--- src/rtl/control_link_pkg.sv ---
// Shared definitions for the control-link slave and its bus bridge.
package control_link_pkg;

  localparam int unsigned CL_ADDR_W = 16;
  localparam int unsigned CL_DATA_W = 32;

  // Returned on the link when a bus access times out.
  localparam logic [CL_DATA_W-1:0] CL_ERR_WORD = 32'hDEAD_BEEF;

  // StArm swallows a strobe that is already high when reset is released.
  typedef enum logic [1:0] {
    StArm,
    StIdle,
    StBus,
    StAck
  } cl_bridge_state_t;

endpackage

--- src/rtl/control_link_bus_bridge.sv ---
// Turns one level-held link request into exactly one valid/ready register-bus
// transaction, then returns ack and read data to the link with a four-phase
// handshake. Bus accesses that stall too long complete with an error word.
module control_link_bus_bridge
  import control_link_pkg::*;
#(
  parameter int unsigned           TIMEOUT_CYCLES = 255,
  parameter logic [CL_DATA_W-1:0]  ERR_WORD       = CL_ERR_WORD
) (
  input  logic                 byte_clk,
  input  logic                 reset,

  input  logic                 req_strobe,
  input  logic                 req_write,
  input  logic [CL_ADDR_W-1:0] req_address,
  input  logic [CL_DATA_W-1:0] req_data,
  output logic                 req_ack,
  output logic [CL_DATA_W-1:0] req_rdata,

  output logic                 bus_valid,
  output logic                 bus_write,
  output logic [CL_ADDR_W-1:0] bus_addr,
  output logic [CL_DATA_W-1:0] bus_wdata,
  input  logic                 bus_ready,
  input  logic [CL_DATA_W-1:0] bus_rdata,

  output logic                 status_timeout,
  output logic [15:0]          txn_count
);

  // Counter value seen in the last cycle bus_valid may stay high unanswered.
  localparam logic [15:0] TmoLast = 16'(TIMEOUT_CYCLES - 1);

  cl_bridge_state_t state_q, state_d;

  logic                 ack_q,     ack_d;
  logic [CL_DATA_W-1:0] rdata_q,   rdata_d;
  logic                 valid_q,   valid_d;
  logic                 write_q,   write_d;
  logic [CL_ADDR_W-1:0] addr_q,    addr_d;
  logic [CL_DATA_W-1:0] wdata_q,   wdata_d;
  logic [15:0]          tmo_q,     tmo_d;
  logic                 timeout_q, timeout_d;
  logic [15:0]          count_q,   count_d;

  logic tmo_expired;
  logic bus_done;

  assign tmo_expired = (tmo_q == TmoLast);
  // A ready in the final allowed cycle is a normal completion, not a timeout.
  assign bus_done    = bus_ready | tmo_expired;

  // State and registered outputs; async reset abandons any in-flight access.
  always_ff @(posedge byte_clk or posedge reset) begin
    if (reset) begin
      state_q   <= StArm;
      ack_q     <= 1'b0;
      rdata_q   <= '0;
      valid_q   <= 1'b0;
      write_q   <= 1'b0;
      addr_q    <= '0;
      wdata_q   <= '0;
      tmo_q     <= '0;
      timeout_q <= 1'b0;
      count_q   <= '0;
    end else begin
      state_q   <= state_d;
      ack_q     <= ack_d;
      rdata_q   <= rdata_d;
      valid_q   <= valid_d;
      write_q   <= write_d;
      addr_q    <= addr_d;
      wdata_q   <= wdata_d;
      tmo_q     <= tmo_d;
      timeout_q <= timeout_d;
      count_q   <= count_d;
    end
  end

  // Next-state and next-output logic; everything holds unless a rule fires.
  always_comb begin
    state_d   = state_q;
    ack_d     = ack_q;
    rdata_d   = rdata_q;
    valid_d   = valid_q;
    write_d   = write_q;
    addr_d    = addr_q;
    wdata_d   = wdata_q;
    tmo_d     = tmo_q;
    timeout_d = timeout_q;
    count_d   = count_q;

    unique case (state_q)
      StArm: begin
        if (!req_strobe) begin
          state_d = StIdle;
        end
      end

      StIdle: begin
        if (req_strobe) begin
          write_d = req_write;
          addr_d  = req_address;
          wdata_d = req_data;
          valid_d = 1'b1;
          tmo_d   = '0;
          state_d = StBus;
        end
      end

      StBus: begin
        if (bus_done) begin
          valid_d = 1'b0;
          count_d = count_q + 16'd1;
          if (bus_ready) begin
            rdata_d = write_q ? wdata_q : bus_rdata;
          end else begin
            rdata_d   = ERR_WORD;
            timeout_d = 1'b1;
          end
          // A strobe lost mid-access still completes the access, silently.
          if (req_strobe) begin
            ack_d   = 1'b1;
            state_d = StAck;
          end else begin
            state_d = StIdle;
          end
        end else begin
          tmo_d = tmo_q + 16'd1;
        end
      end

      StAck: begin
        if (!req_strobe) begin
          ack_d   = 1'b0;
          state_d = StIdle;
        end
      end

      default: begin
        state_d = StArm;
      end
    endcase
  end

  assign req_ack        = ack_q;
  assign req_rdata      = rdata_q;
  assign bus_valid      = valid_q;
  assign bus_write      = write_q;
  assign bus_addr       = addr_q;
  assign bus_wdata      = wdata_q;
  assign status_timeout = timeout_q;
  assign txn_count      = count_q;

endmodule

--- config.mk ---
export PLATFORM = sky130hd
export DESIGN_NAME = control_link_bus_bridge
export DESIGN_NICKNAME = d
export VERILOG_FILES = /design/src/rtl/control_link_pkg.sv /design/src/rtl/control_link_bus_bridge.sv
export SDC_FILE = /design/constraint.sdc
export NUM_CORES = 1
export LEC_CHECK = 0
export BUFFER_PORTS_ARGS = -buffer_cell sky130_fd_sc_hd__buf_2
export CAP_MARGIN = 10
export CORE_AREA = 2 2 107 109
export CTS_CLUSTER_DIAMETER = 40
export DETAILED_ROUTE_END_ITERATION = 7
export DIE_AREA = 0 0 109 111
export PLACE_DENSITY = 0.85
export SYNTH_ARGS = -nofsm -noshare
export SYNTH_HDL_FRONTEND = slang
export SYNTH_SLANG_ARGS = --single-unit
export TNS_END_PERCENT = 5
--- constraint.sdc ---
create_clock -name byte_clk -period 5.3 [get_ports byte_clk]
set_input_delay 1.06 -clock byte_clk [delete_from_list [all_inputs] [get_ports byte_clk]]
set_output_delay 1.06 -clock byte_clk [all_outputs]
set_load 0.02 [all_outputs]
# ---- After elaboration in Yosys (flattened, before gate mapping)
# Cells that the tools add are included.
dict set report word_totals {
  reg_bits 118
  inputBits 85
  output_inout_bits 100
  word_cells 51
}
dict set report op_classes {
  n_addsub 2
  eq_ne 10
  mux 16
  bitwise_logic 2
  n_reduce_logical 11
}
# operator count
set ops {}
lappend ops {{2-to-1 mux 32 bit} 2}
lappend ops {{adder 16 x 1 -> 16 bit (second input constant)} 2}
lappend ops {{2-to-1 mux 16 bit} 2}
lappend ops {{one-hot mux 16 bit (2 select lines)} 1}
lappend ops {{equality test 16 x 8 -> 1 bit (second input constant)} 1}
lappend ops {{!= test 2 bit (second input constant)} 6}
lappend ops {{AND reduction 3 bit} 4}
lappend ops {{2-to-1 mux 2 bit} 4}
lappend ops {{one-hot mux 2 bit (3 select lines)} 1}
lappend ops {{equality test 2 bit (second input constant)} 2}
lappend ops {{2-to-1 mux 1 bit} 4}
lappend ops {{one-hot mux 1 bit (2 select lines)} 2}
lappend ops {{AND reduction 2 bit} 2}
lappend ops {{AND reduction 4 bit} 1}
lappend ops {{nonzero test 2 bit} 2}
lappend ops {{equality test 2 x 1 -> 1 bit (second input constant)} 1}
lappend ops {{logical NOT 2 bit} 1}
lappend ops {{OR reduction 2 bit} 1}
lappend ops {{NOT 1 bit} 1}
lappend ops {{OR 1 bit} 1}

# ---- Logic depth before layout (Yosys ltp)
dict set report depth {
  word_depth 4
  ltp_mapped 8
  ltp_nobuf 7
}

# ---- Least setup slack after synthesis
# No wires, ideal clock.
dict set report synth_timing {
  path_type {input port to flip-flop}
  from {input port bus_ready}
  to {register tmo_q[3]}
  setup_ns 0.069
  arrival_ns 2.184
  required_time_ns 5.231
  slack_ns 3.047
  stages 5
  n_path_buf 1
  cell_sequence {inv_1 -> clkbuf_1 -> nand2_1 -> or4_1 -> nand3_1}
}
dict set report synth_between {
  elab_chain_len 3
}
# element line_no
set synth_lines {}
lappend synth_lines {{from (decl)} control_link_bus_bridge.sv:24} ;# input logic bus_ready,
lappend synth_lines {{OR 1 bit} control_link_bus_bridge.sv:51} ;# assign bus_done = bus_ready | tmo_expired;
lappend synth_lines {{!= test 2 bit (no source line)} --}
lappend synth_lines {{AND reduction 3 bit (no source line)} --}
lappend synth_lines {{to (signal assigned)} control_link_bus_bridge.sv:74} ;# tmo_q <= tmo_d;
lappend synth_lines {{to (decl)} control_link_bus_bridge.sv:42} ;# logic [15:0] tmo_q, tmo_d;
# No other way between the ends.
# A chain may end at the register's enable or synchronous reset.

# ---- Worst setup path in the final report
dict set report layout_timing {
  from {register state_q[0]}
  to {register tmo_q[5]}
}
dict set report layout_between {
  elab_chain_len 3
  elab_cells_between_ends 7
  cone_classes {eq/ne (4); mux (1); reduce/logical (2)}
}
# element line_no
set layout_lines {}
lappend layout_lines {{from (decl)} control_link_bus_bridge.sv:34} ;# cl_bridge_state_t state_q, state_d;
lappend layout_lines {{from (signal assigned)} control_link_bus_bridge.sv:56} ;# state_q <= StArm;
lappend layout_lines {{from (signal assigned)} control_link_bus_bridge.sv:67} ;# state_q <= state_d;
lappend layout_lines {{equality test 2 bit or equality test 2 x 1 -> 1 bit (tied branches)} control_link_bus_bridge.sv:93} ;# unique case (state_q)
lappend layout_lines {{!= test 2 bit (no source line) or nonzero test 2 bit (tied branches)} --}
lappend layout_lines {{AND reduction 3 bit (no source line)} --}
# Parallel ways exist; a longest one is shown, timed or not.

==> impl_metrics.csv <==
group,metric,value,unit
cells_and_area,mostFrequentLayoutCells,"buf_2 (184), dfrtp_1 (117), mux2_2 (49), nor2_1 (39), nand2_1 (34)",
global_route,overflow,0,
run_status,outcome,"finished, final reports clean",
clock_network,max-clock-path-buffers,2,
cells_and_area,antenna_cells,0,
cells_and_area,area_delta_synth_final,31.8,%
synth,netlist.top_cell.by_area,"dfrtp_1",
setup_path,worst-setup-path-type,"reg -> reg",
floorplanning,rows,39,
timing,layout_setup_ws,2.08,ns
floorplanning,dieArea,12100,sq um
floorplanning,die_w,109,um
synth,syn_nets,545,
synth,synth_compound_area_share,9.91,%
global_route,grt_usage,24.5,%
timing,final-hold-violation-count,0,
hold_path,hp-start,"txn_count[15]$_DFFE_PP0P_",
synth,synth_simple_gate_area_share,11.8,%
clock_network,htree_num_levels,4,
setup_path,regToRegStartpoint,"state_q[0]$_DFFE_PP0P_",
global_route,antenna_found_initial,0,
drt,wl_per_cell,17.8,um
setup_path,worst_ep_arrival_time,3.54,ns
global_route,grt_pass1_wl,23100,um
hold_path,min_to,"txn_count[15]$_DFFE_PP0P_",
synth,synth.area.top_cells,"dfrtp_1 (55%), mux2_2 (10%), mux2i_1 (6.2%)",
clock_network,cts_hold_buf,0,
run,maxCapViolations,0,
drt,ant_nets,0,
clock_network,clkTransAtPathRegs,0.05,ns
timing,period_minus_slack,3.22,ns
clock_network,clock_latency,0.41,ns
floorplanning,core_area,11100,sq um
cells_and_area,fillers,806,
timing,slew_headroom,29.8,%
clock_network,postCtsSetupBuffers,0,
synth,synth_top_area_share,55.2,%
place,pre_cts_slack,2.05,ns
synth,netlist_area,5350,sq um
synth,synth_warnings,0,
synth,syn-instance-count,454,
clock_network,clock_sinks,118,
drt,drt_wl_total,14100,um
synth,synth_fa_ha_area_share,1.40,%
timing,finalCritPeriodShare,60.7,%
clock_network,ctsResizeCount,0,
setup_path,crit_required,5.62,ns
hold_path,min_delay_path_depth,1,
drt,dr.first_iter.drc_count,265,
floorplanning,start_util,48.3,%
cells_and_area,drive_gt1_share,42.9,%
drt,drc_errors,0,
power,powerDensity,631,nW/um^2
clock_network,numCtsBuffers,17,
global_route,grt_pass1_vias,4765,
synth,ys_async_sr_fraction,100,%
synth,synth-edff-count,0,
drt,first_pass_iters,4,
drt,viasPerCell,5.55,
timing,worstMarginPinSlew,1.05,ns
setup_path,reg2reg_slack,2.08,ns
synth,synth_top_family_by_area,"multiplexers",
place,gp_congestion,0.931,
setup_path,rr_endpoint,"tmo_q[5]$_DFFE_PP0P_",
place,dp_hpwl,9940,um
setup_path,reg2reg_depth,6,
power,power,4450,uW
timing,worst_clock_skew,0.0114,ns
synth,synth_ff_type,"dfrtp_1",
cells_and_area,final_common_cell,"buf_2",
timing,rsz0062_at_grt,"no",
clock_network,cts-root-buf,"clkbuf_16",
clock_network,tritoncts,"built",
power,p_leak,0.00340,uW
power,vdd_drop_max,0.466,mV
synth,muxShareOfSynthArea,16.5,%
synth,ys_seq_area_share,55.2,%
cells_and_area,nNetsFinal,728,
synth,avgSynthCellArea,11.8,sq um
floorplanning,io_pins,185,
global_route,grt_max_degree,88,
timing,max_freq,311,MHz
synth,ys_seq_elements,118,
timing,setup_tns,0,ns
drt,via_count,4400,
synth,synth_cell_types,48,
synth,synth_xor_area_share,2.45,%
hold_path,hold_class,"reg -> reg",
setup_path,crit_path_end_kind,"flip-flop",
setup_path,worstPathMaxFanout,37,
setup_path,cp-start-kind,"flip-flop",
timing,setup_viol,0,
timing,drv_slew,0,
floorplanning,die_y,111,um
place,port_buffers,184,
cell families after synthesis:
kind of cell	Yosys count
adder cells (fa/ha/maj)	6
AO/OA/AOI/OAI	78
buffers and inverters	32
multiplexers	82
flip-flops	118
AND/OR/NAND/NOR	123
XOR/XNOR	15
per-layer routing:
metal | track usage (%) | routed length, um | vias to the layer above
li1 | - | - | 2002
met1 | 28.2 | 5380 | 2147
met2 | 40.8 | 7190 | 200
met3 | 8.05 | 999 | 51
met4 | 11.5 | 580 | 0
met5 | 0 | 0 | -
layout make-up:
type,instances,area (sq um),area share [%]
Sequential cell,118,2950,41.9
Multi-Input combinational cell,304,2260,32.0
Timing Repair Buffer,187,943,13.4
Clock buffer,21,470,6.67
Clock inverter,11,219,3.10
Tap cell,143,179,2.54
Inverter,9,36.3,0.514
how the worst max path moves through the flow:
stage,from,end,slack (ns),cells after the start
CTS,state_q[0]$_DFFE_PP0P_,tmo_q[5]$_DFFE_PP0P_,2.07,6
global route,state_q[0]$_DFFE_PP0P_,tmo_q[5]$_DFFE_PP0P_,1.75,6
global placement,state_q[0]$_DFFE_PP0P_,tmo_q[6]$_DFFE_PP0P_,2.32,6
floorplan,reset,bus_addr[0]$_DFFE_PP0P_,1.11,1
detailed placement,state_q[0]$_DFFE_PP0P_,tmo_q[5]$_DFFE_PP0P_,2.05,6
finish,state_q[0]$_DFFE_PP0P_,tmo_q[5]$_DFFE_PP0P_,2.08,6
through the flow:
step | cell area [sq um] | hold WS [ns] | std cells | utilization [%]
final | 7060 | 0.472 | 793 | 63.7
after global routing | 7060 | 0.499 | 793 | 63.7
after CTS | 7060 | 0.474 | 793 | 63.7
after detailed placement | 6370 | 0.467 | 761 | 57.5
after global placement | 6370 | 0.449 | 761 | 57.5
after floorplan | 5350 | 0.459 | 454 | -
power breakdown:
group	switching, uW	leakage, uW	internal (uW)
clock network	406	0.000334	921
logic	945	0.00165	642
registers	298	0.00142	1240
worst max-delay path, cell delays in order (launching register included):
cell	delay [ns]
dfrtp_1	0.42
inv_1	0.09
ha_1	0.73
inv_1	0.45
a21oi_4	0.84
nor2_1	0.31
a31oi_1	0.27
sequential cells by signal (all words and copies together) (netlist names):
name / count
bus_wdata: 32
req_rdata: 32
bus_addr: 16
tmo_q: 16
txn_count: 16
state_q: 2
bus_valid: 1
bus_write: 1
req_ack: 1
status_timeout: 1
cells in the mapped netlist (all sizes together), types with 2 or more instances:
library cell  count
o21ai            14
xnor2             9
o31ai             8
clkbuf           10
xor2              6
o311ai            2
a21boi            3
nor2             39
and3              7
nand2b            3
a2bb2oi           3
buf              13
nor3              4
nand2            35
nand4            12
a21oi            23
o211ai            4
ha                6
o211a             3
mux2i            33
and2              2
nand3             9
nor4              2
dfrtp           118
and4              5
a31oi            13
mux2             49
inv               9
Power figures use the tool's default switching activity.
